<file path="src/rtl/pw_attempt_pkg.sv">
// Shared types and constants for the password-attempt controller and its UART serializer.
package pw_attempt_pkg;

    typedef enum logic [2:0] {
        ST_IDLE      = 3'd0,
        ST_SEND      = 3'd1,
        ST_WAIT_RESP = 3'd2,
        ST_GAP       = 3'd3,
        ST_FOUND     = 3'd4,
        ST_EXHAUSTED = 3'd5
    } state_e;

    localparam int unsigned PW_W               = 64;
    localparam int unsigned ATT_W              = 16;
    localparam int unsigned DATA_BITS          = 8;
    localparam int unsigned FRAME_BITS         = 10;
    localparam int unsigned FRAMES_PER_ATTEMPT = 8;
    localparam int unsigned FIDX_W             = $clog2(FRAMES_PER_ATTEMPT);

    function automatic int unsigned calc_baud_p(input int unsigned clk_hz, input int unsigned baud);
        return clk_hz / baud;
    endfunction

    // Byte k of a password, byte 0 being the first one on the wire.
    function automatic logic [DATA_BITS-1:0] select_byte(input logic [PW_W-1:0] pw,
                                                         input logic [FIDX_W-1:0] k);
        return pw[{k, 3'b000} +: DATA_BITS];
    endfunction

endpackage

</file>
<file path="src/rtl/uart_frame_tx.sv">
// 8N1 frame serializer: accepts a byte on valid&ready and shifts it out LSB first.
// ready_c rises in the last stop-bit cycle so back-to-back frames have no idle bit.
module uart_frame_tx
    import pw_attempt_pkg::*;
#(
    parameter int unsigned BAUD_P = 104
) (
    input  logic                 clk,
    input  logic                 reset_n,
    input  logic                 clear_i,
    input  logic                 valid_i,
    input  logic [DATA_BITS-1:0] data_i,
    output logic                 ready_c,
    output logic                 last_c,
    output logic                 tx_o
);

    localparam int unsigned CNT_W = (BAUD_P > 1) ? $clog2(BAUD_P) : 1;
    localparam int unsigned IDX_W = $clog2(FRAME_BITS);

    logic                 busy_q,  busy_d;
    logic [CNT_W-1:0]     cnt_q,   cnt_d;
    logic [IDX_W-1:0]     idx_q,   idx_d;
    logic [DATA_BITS-1:0] shift_q, shift_d;
    logic                 tx_q,    tx_d;
    logic                 bit_end_c;

    assign bit_end_c = (cnt_q == CNT_W'(BAUD_P - 1));
    assign last_c    = busy_q && bit_end_c && (idx_q == IDX_W'(FRAME_BITS - 1));
    assign ready_c   = !busy_q || last_c;
    assign tx_o      = tx_q;

    // Shift register refills with ones so the stop bit falls out after the data bits.
    always_comb begin
        busy_d  = busy_q;
        cnt_d   = cnt_q;
        idx_d   = idx_q;
        shift_d = shift_q;
        tx_d    = tx_q;
        if (clear_i) begin
            busy_d = 1'b0;
            tx_d   = 1'b1;
            cnt_d  = '0;
            idx_d  = '0;
        end else if (valid_i && ready_c) begin
            busy_d  = 1'b1;
            tx_d    = 1'b0;
            shift_d = data_i;
            cnt_d   = '0;
            idx_d   = '0;
        end else if (busy_q) begin
            if (bit_end_c) begin
                cnt_d = '0;
                if (last_c) begin
                    busy_d = 1'b0;
                    tx_d   = 1'b1;
                end else begin
                    idx_d   = idx_q + IDX_W'(1);
                    tx_d    = shift_q[0];
                    shift_d = {1'b1, shift_q[DATA_BITS-1:1]};
                end
            end else begin
                cnt_d = cnt_q + CNT_W'(1);
            end
        end
    end

    always_ff @(posedge clk or negedge reset_n) begin
        if (!reset_n) begin
            busy_q  <= 1'b0;
            cnt_q   <= '0;
            idx_q   <= '0;
            shift_q <= '0;
            tx_q    <= 1'b1;
        end else begin
            busy_q  <= busy_d;
            cnt_q   <= cnt_d;
            idx_q   <= idx_d;
            shift_q <= shift_d;
            tx_q    <= tx_d;
        end
    end

endmodule

</file>
<file path="src/rtl/pw_attempt_ctrl.sv">
// Sequential password search: serializes each 64-bit candidate to the target chip,
// watches its unlock LED, and steps to the next candidate until found, exhausted or aborted.
module pw_attempt_ctrl
    import pw_attempt_pkg::*;
#(
    parameter int unsigned CLK_HZ    = 12000000,
    parameter int unsigned BAUD      = 115200,
    parameter int unsigned BAUD_P    = calc_baud_p(CLK_HZ, BAUD),
    parameter int unsigned RESP_WAIT = 2000,
    parameter int unsigned GAP_BITS  = 10
) (
    input  logic             clk,
    input  logic             reset_n,
    input  logic             start,
    input  logic             abort,
    input  logic [PW_W-1:0]  base_pw,
    input  logic [ATT_W-1:0] max_attempts,
    input  logic             led_g_n,
    output logic             tx,
    output logic             busy,
    output logic             found,
    output logic             exhausted,
    output logic [PW_W-1:0]  candidate,
    output logic [ATT_W-1:0] attempts
);

    localparam int unsigned GAP_LEN = GAP_BITS * BAUD_P;
    localparam int unsigned TMR_MAX = (RESP_WAIT > GAP_LEN) ? RESP_WAIT : GAP_LEN;
    localparam int unsigned TMR_W   = $clog2(TMR_MAX + 1);

    state_e              state_q, state_d;
    logic [FIDX_W-1:0]   frame_q, frame_d;
    logic [TMR_W-1:0]    tmr_q,   tmr_d;
    logic [PW_W-1:0]     cand_q,  cand_d;
    logic [ATT_W-1:0]    att_q,   att_d;
    logic [ATT_W-1:0]    max_q,   max_d;
    logic                busy_q, found_q, exh_q;
    logic                led_s1_q, led_s2_q;

    logic                unlock_c;
    logic                utx_valid_c, utx_clear_c, utx_ready_c, utx_last_c;
    logic [DATA_BITS-1:0] utx_byte_c;

    assign unlock_c  = !led_s2_q;
    assign busy      = busy_q;
    assign found     = found_q;
    assign exhausted = exh_q;
    assign candidate = cand_q;
    assign attempts  = att_q;

    uart_frame_tx #(
        .BAUD_P (BAUD_P)
    ) u_frame_tx (
        .clk     (clk),
        .reset_n (reset_n),
        .clear_i (utx_clear_c),
        .valid_i (utx_valid_c),
        .data_i  (utx_byte_c),
        .ready_c (utx_ready_c),
        .last_c  (utx_last_c),
        .tx_o    (tx)
    );

    // Next-state logic; the serializer is fed in the same cycle a frame must begin.
    always_comb begin
        state_d     = state_q;
        frame_d     = frame_q;
        tmr_d       = tmr_q;
        cand_d      = cand_q;
        att_d       = att_q;
        max_d       = max_q;
        utx_valid_c = 1'b0;
        utx_clear_c = 1'b0;
        utx_byte_c  = select_byte(cand_q, frame_q);
        if (abort) begin
            state_d     = ST_IDLE;
            utx_clear_c = 1'b1;
        end else begin
            unique case (state_q)
                ST_IDLE, ST_FOUND, ST_EXHAUSTED: begin
                    if (start) begin
                        cand_d      = base_pw;
                        att_d       = '0;
                        max_d       = max_attempts;
                        frame_d     = '0;
                        state_d     = ST_SEND;
                        utx_valid_c = 1'b1;
                        utx_byte_c  = select_byte(base_pw, '0);
                    end
                end
                ST_SEND: begin
                    if (utx_last_c) begin
                        if (frame_q == FIDX_W'(FRAMES_PER_ATTEMPT - 1)) begin
                            att_d   = (att_q == '1) ? att_q : att_q + ATT_W'(1);
                            tmr_d   = '0;
                            state_d = ST_WAIT_RESP;
                        end else begin
                            frame_d     = frame_q + FIDX_W'(1);
                            utx_valid_c = utx_ready_c;
                            utx_byte_c  = select_byte(cand_q, frame_q + FIDX_W'(1));
                        end
                    end
                end
                ST_WAIT_RESP: begin
                    if (unlock_c) begin
                        state_d = ST_FOUND;
                    end else if (tmr_q == TMR_W'(RESP_WAIT - 1)) begin
                        if ((max_q != '0) && (att_q == max_q)) begin
                            state_d = ST_EXHAUSTED;
                        end else begin
                            cand_d  = cand_q + PW_W'(1);
                            tmr_d   = '0;
                            state_d = ST_GAP;
                        end
                    end else begin
                        tmr_d = tmr_q + TMR_W'(1);
                    end
                end
                ST_GAP: begin
                    if (tmr_q == TMR_W'(GAP_LEN - 1)) begin
                        frame_d     = '0;
                        state_d     = ST_SEND;
                        utx_valid_c = 1'b1;
                        utx_byte_c  = select_byte(cand_q, '0);
                    end else begin
                        tmr_d = tmr_q + TMR_W'(1);
                    end
                end
                default: state_d = ST_IDLE;
            endcase
        end
    end

    always_ff @(posedge clk or negedge reset_n) begin
        if (!reset_n) begin
            state_q  <= ST_IDLE;
            frame_q  <= '0;
            tmr_q    <= '0;
            cand_q   <= '0;
            att_q    <= '0;
            max_q    <= '0;
            busy_q   <= 1'b0;
            found_q  <= 1'b0;
            exh_q    <= 1'b0;
            led_s1_q <= 1'b1;
            led_s2_q <= 1'b1;
        end else begin
            state_q  <= state_d;
            frame_q  <= frame_d;
            tmr_q    <= tmr_d;
            cand_q   <= cand_d;
            att_q    <= att_d;
            max_q    <= max_d;
            busy_q   <= (state_d == ST_SEND) || (state_d == ST_WAIT_RESP) || (state_d == ST_GAP);
            found_q  <= (state_d == ST_FOUND);
            exh_q    <= (state_d == ST_EXHAUSTED);
            led_s1_q <= led_g_n;
            led_s2_q <= led_s1_q;
        end
    end

endmodule

</file>
<file path="config.mk">
export PLATFORM = sky130hd
export DESIGN_NAME = pw_attempt_ctrl
export DESIGN_NICKNAME = d
export VERILOG_FILES = /design/src/rtl/pw_attempt_pkg.sv /design/src/rtl/uart_frame_tx.sv /design/src/rtl/pw_attempt_ctrl.sv
export SDC_FILE = /design/constraint.sdc
export NUM_CORES = 1
export LEC_CHECK = 0
export CAP_MARGIN = 20
export CORE_UTILIZATION = 50
export DETAILED_ROUTE_END_ITERATION = 8
export PLACE_DENSITY = 0.77
export REMOVE_ABC_BUFFERS = 1
export SLEW_MARGIN = 10
export SYNTH_ARGS = -nofsm -noshare
export SYNTH_HDL_FRONTEND = slang
export SYNTH_SLANG_ARGS = --single-unit
</file>
<file path="constraint.sdc">
create_clock -name clk -period 5.5 [get_ports clk]
set_input_delay 0.825 -clock clk [delete_from_list [all_inputs] [get_ports clk]]
set_output_delay 0.825 -clock clk [all_outputs]
set_load 0.05 [all_outputs]
</file>
# ---- Word-level counts from Yosys, hierarchy flattened
# Index checks and enable logic that the tools add are counted.
dict set report word_totals {
  regBits 139
  latchBits 0
  mem_bits_rw 0
  mem_bits_ro 0
  inputBits 85
  wordCells 150
  memories 0
}
dict set report classes {
  n_addsub 6
  multipliers 0
  div 0
  magnitude_cmp 0
  eq_ne 30
  shift 2
  muxes 67
  n_bitwise 2
  n_reduce_logical 27
}
# operator n
set ops {}
lappend ops {{two-way mux 64 bit} 4}
lappend ops {{case mux 64 bit (2 select lines)} 1}
lappend ops {{variable part select 64 x 7 -> 8 bit} 2}
lappend ops {{two-way mux 8 bit} 9}
lappend ops {{two-way mux 11 bit} 6}
lappend ops {{adder 64 x 1 -> 64 bit (second input constant)} 1}
lappend ops {{two-way mux 16 bit} 4}
lappend ops {{two-way mux 3 bit} 12}
lappend ops {{case mux 11 bit (3 select lines)} 1}
lappend ops {{case mux 16 bit (2 select lines)} 1}
lappend ops {{two-way mux 7 bit} 4}
lappend ops {{case mux 8 bit (3 select lines)} 1}
lappend ops {{equality test 11 bit (second input constant)} 2}
lappend ops {{two-way mux 4 bit} 5}
lappend ops {{!= test 2 bit (second input constant)} 10}
lappend ops {{AND reduction 6 bit} 3}
lappend ops {{adder 16 x 1 -> 16 bit (second input constant)} 1}
lappend ops {{equality test 16 bit} 1}
lappend ops {{equality test 16 bit (second input constant)} 1}
lappend ops {{two-way mux 1 bit} 16}
lappend ops {{nonzero test 16 bit} 1}
lappend ops {{equality test 3 bit (second input constant)} 5}
lappend ops {{equality test 3 x 2 -> 1 bit (second input constant)} 4}
lappend ops {{case mux 3 bit (4 select lines)} 1}
lappend ops {{other kinds (24)} 38}

# ---- Logic depth before layout (Yosys ltp)
dict set report depth {
  ltp_word 11
  ltp_mapped 10
  mapped_depth_nobuf 8
}

# ---- Hierarchy
# A second synthesis with hierarchy kept.
dict set report unflattened {
  cells_unflattened 1085
  hier_area_um2 9574.2
}
# mod n_inst cells_each area_per_inst_um2 seq_area_each_um2
set modules_own_cells {}
lappend modules_own_cells {pw_attempt_ctrl 1 977 8350.5 2955.3}
lappend modules_own_cells {uart_frame_tx 1 108 1223.7 526.8}

# ---- Worst setup path after synthesis
# OpenSTA, ideal clock, no wires.
dict set report synth_timing {
  kind {input port to flip-flop}
  start {in abort}
  end {reg cand_q[56] (netlist: candidate[56])}
  setup_ps 121
  arrival_ps 2569
  path_slack_ps 2810
  stages 9
  cell_sequence {clkbuf_1 or4b_1 nor4_1 o22ai_1 a21o_1 buf_6 buf_6 a21o_1 a22o_1}
}
dict set report synth_between {
  elab_chain_len 2
}
# element line
set synth_rtl {}
lappend synth_rtl {{start, declared} pw_attempt_ctrl.sv:15} ;# input logic abort,
lappend synth_rtl {{NOT 1 bit (no source line)} n/a}
lappend synth_rtl {{AND reduction 6 bit (no source line)} n/a}
lappend synth_rtl {{end signal, assigned} pw_attempt_ctrl.sv:151} ;# cand_q <= cand_d;
lappend synth_rtl {{end, declared} pw_attempt_ctrl.sv:34} ;# logic [PW_W-1:0] cand_q, cand_d;
# Every way passes these cells.
# A chain may end at the register's enable or synchronous reset.

# ---- Worst setup path after layout
dict set report layout_timing {
  start {in abort}
  end {reg cand_q[37] (netlist: candidate[37])}
}
# Same word-level chain as after synthesis.

==> flow_metrics.py <==
metrics = {
    "worst_setup_path": {
        "cp.required_ns": 5.82,
        "worst-r2r-cell-count": 8,
        "startpoint": "abort",
        "critPathMaxFanout": 29,
        "critPathCaptureType": "flip-flop",
        "worst-setup-path-type": "in -> reg",
        "crit_arrival_ns": 4.04,
        "rr_startpoint": "frame_q[0]$_DFFE_PN0P_",
        "cp-start-kind": "input port",
    },
    "min_path": {
        "hp-class": "reg -> reg",
        "min_from": "led_s1_q$_DFF_PN1_",
        "whs_path_depth": 0,
    },
    "yosys": {
        "synth.area.top_cells": "dfrtp_1, a21oi_1, nand2_1",
        "synth_compound_area_share_pct": 20.9,
        "async_reset_ff_share_pct": 100,
        "mappedNetlistArea_mm2": 0.00899,
        "syn_area_per_cell_um2": 8.96,
        "syn_inst": 1003,
        "ys_seq_area_share_pct": 38.7,
        "synth_warnings": 0,
        "synth-adder-area-share_pct": 1.11,
        "synthXorXnorAreaFrac_pct": 2.73,
        "synth.ff_latch_count": 139,
        "ys_types": 82,
        "yosysMostFrequentCell": "dfrtp_1",
        "synth_edf_count": 0,
        "synth.top_cell.area_share_pct": 37.9,
        "synthMuxAreaShare_pct": 7.36,
        "synth_common_cells": "dfrtp_1, nand2_1, nor2_1",
        "synthFlopType": "dfrtp_1",
        "synth_top_family_by_area": "simple AND/OR/NAND/NOR gates",
        "synth_simple_gate_area_share_pct": 24.5,
        "synth_largest_area_cell": "dfrtp_1",
    },
    "placed_design": {
        "place_hpwl_um": 19800,
        "io_buffers": 168,
        "place.gp.congestion": 1.00,
        "place_ws_ns": 1.38,
        "placed_area_mm2": 0.0107,
        "dp.cells": 1335,
    },
    "status": {
        "outcome": "finished, final reports clean",
    },
    "clocking": {
        "tritoncts": "yes",
        "cts_buffer_depth": 2,
        "clock_insertion_delay_worst_skew_ns": 0.43,
        "postCtsSetupBuffers": 0,
        "clkSlewWorstSetupHoldPaths_ns": 0.06,
        "root_buffer": "clkbuf_16",
        "numCtsBuffers": 17,
        "cts.repair.resized": 0,
        "cts_hold_buf": 0,
        "h-tree-depth": 4,
        "clock_sinks": 139,
    },
    "sta": {
        "fin_setup_tns_ns": 0,
        "hold_slack_ns": 0.356,
        "maxSlewViolCount": 0,
        "fmax_mhz": 269,
        "setup_slack_ns": 1.78,
        "timing_hold_violations_final": 0,
        "tightest_slew_ns": 0.998,
        "period_needed_ns": 3.72,
        "rsz0062_at_grt": "false",
        "fin_worst_skew_ns": 0.0111,
        "post-route-period-util_pct": 67.6,
        "maxSlewHeadroom_pct": 33.5,
        "setup_violations": 0,
    },
    "finish": {
        "fin_nets": 1223,
        "area_growth_pct": 26.1,
        "drive_gt1_share_pct": 9.01,
        "fin_area_mm2": 0.0113,
        "instances_no_fill": 1368,
        "diodes": 0,
        "fill_cells": 1435,
    },
    "drt": {
        "ant_nets": 0,
        "viasPerCell": 6.59,
        "drc": 0,
        "dr.pass1.iters": 6,
        "wirelength_um": 28900,
        "drtIter0Drc": 996,
        "via_count": 9015,
        "routedWlPerCell_um": 21.1,
    },
    "flow_run": {
        "drv_cap": 0,
    },
    "grt": {
        "grt-ovfl-total": 0,
        "grt_pass1_vias": 8556,
        "grt_usage_pct": 32.3,
        "grt_max_degree": 97,
        "grt_pass1_wl_um": 46000,
        "antenna_found_initial": 0,
    },
    "floorplanning": {
        "core_mm2": 0.0174,
        "initial_core_util_pct": 51.6,
        "dieArea_mm2": 0.0185,
        "die_h_um": 136,
        "die_w_um": 136,
        "num_io_pins": 169,
        "rows": 48,
    },
    "power_and_ir_drop": {
        "p_leak_nw": 4.28,
        "power_density_mw_per_mm2": 326,
        "ir_worst_vdd_uv": 214,
    },
}
[state kept, by name (all words and copies together) (netlist names), 3 cells and up]
signal	cells
frame_q	3
u_frame_tx.shift_q	8
candidate	64
state_q	3
tmr_q	11
attempts	16
u_frame_tx.cnt_q	7
u_frame_tx.idx_q	4
max_q	16
[metal layers]
metal / part of all wire, % / vias to the layer above / GRT usage (%)
li1: - / 4071 / -
met1: 40 / 4314 / 42.5
met2: 47 / 543 / 50.7
met3: 10 / 87 / 8.13
met4: 3.1 / 0 / 13.1
met5: 0 / - / 0
[layout by cell type, fill, tap and decap left out, types with 22 or more instances in the layout]
| master | instances |
|---|---|
| dfrtp_1 | 136 |
| o22ai_1 | 22 |
| a21oi_1 | 81 |
| clkdlybuf4s50_1 | 167 |
| nand2_1 | 91 |
| nor2_1 | 83 |
| nor3_1 | 37 |
| nand3_1 | 47 |
| o21ai_0 | 60 |
| nand4_1 | 30 |
| nor4_1 | 23 |
[final timing paths]
kind                            slack (ns)                           endpoint
worst max-delay path                  1.78          candidate[37]$_DFFE_PN0P_
worst min-delay path                  0.36                 led_s2_q$_DFF_PN1_
worst max register to register        2.00  u_frame_tx.shift_q[5]$_DFFE_PN0P_
worst min register to register        0.36                 led_s2_q$_DFF_PN1_
max in group asynchronous             3.82          candidate[43]$_DFFE_PN0P_
min in group asynchronous             0.49               max_q[3]$_DFFE_PN0P_
[power by group]
group	internal, W	total (W)	leakage [nW]	switching (W)
Combinational	0.000429	0.00105	2.29	0.000622
Sequential	0.00115	0.00141	1.69	0.000260
Clock	0.000771	0.00124	0.301	0.000464
Total	0.00235	0.00370	4.28	0.00135
[final cells by class]
cell class / count / area (um2) / area share [%]
Clock buffer: 21 / 450 / 3.97
Timing Repair Buffer: 178 / 1770 / 15.6
Inverter: 17 / 63.8 / 0.563
Sequential cell: 139 / 3480 / 30.7
Clock inverter: 11 / 169 / 1.49
Tap cell: 225 / 282 / 2.48
Multi-Input combinational cell: 777 / 5120 / 45.2
[per-stage QoR]
stage                     util [%]  power [W]
after floorplan                  -    0.00200
after global placement        61.4    0.00244
after detailed placement      61.4    0.00245
after CTS                     65.0    0.00369
after global routing          65.1    0.00383
final                         65.1    0.00370
[cells by family after synthesis]
logic type               count (synthesis)
XOR/XNOR                                28
multiplexers                            46
buffers and inverters                   87
AND/OR/NAND/NOR                        407
AO/OA/AOI/OAI                          288
adder cells (fa/ha/maj)                  8
flip-flops                             139
[worst max-delay path, cell delays in order]
cell             delay, ns
clkdlybuf4s50_1       0.75
or4b_1                0.64
nor4_1                0.24
o22ai_1               0.18
a21oi_4               0.62
buf_4                 0.45
nor2_1                0.07
a311oi_1              0.25
No activity file was read; power rests on OpenSTA's default activity.
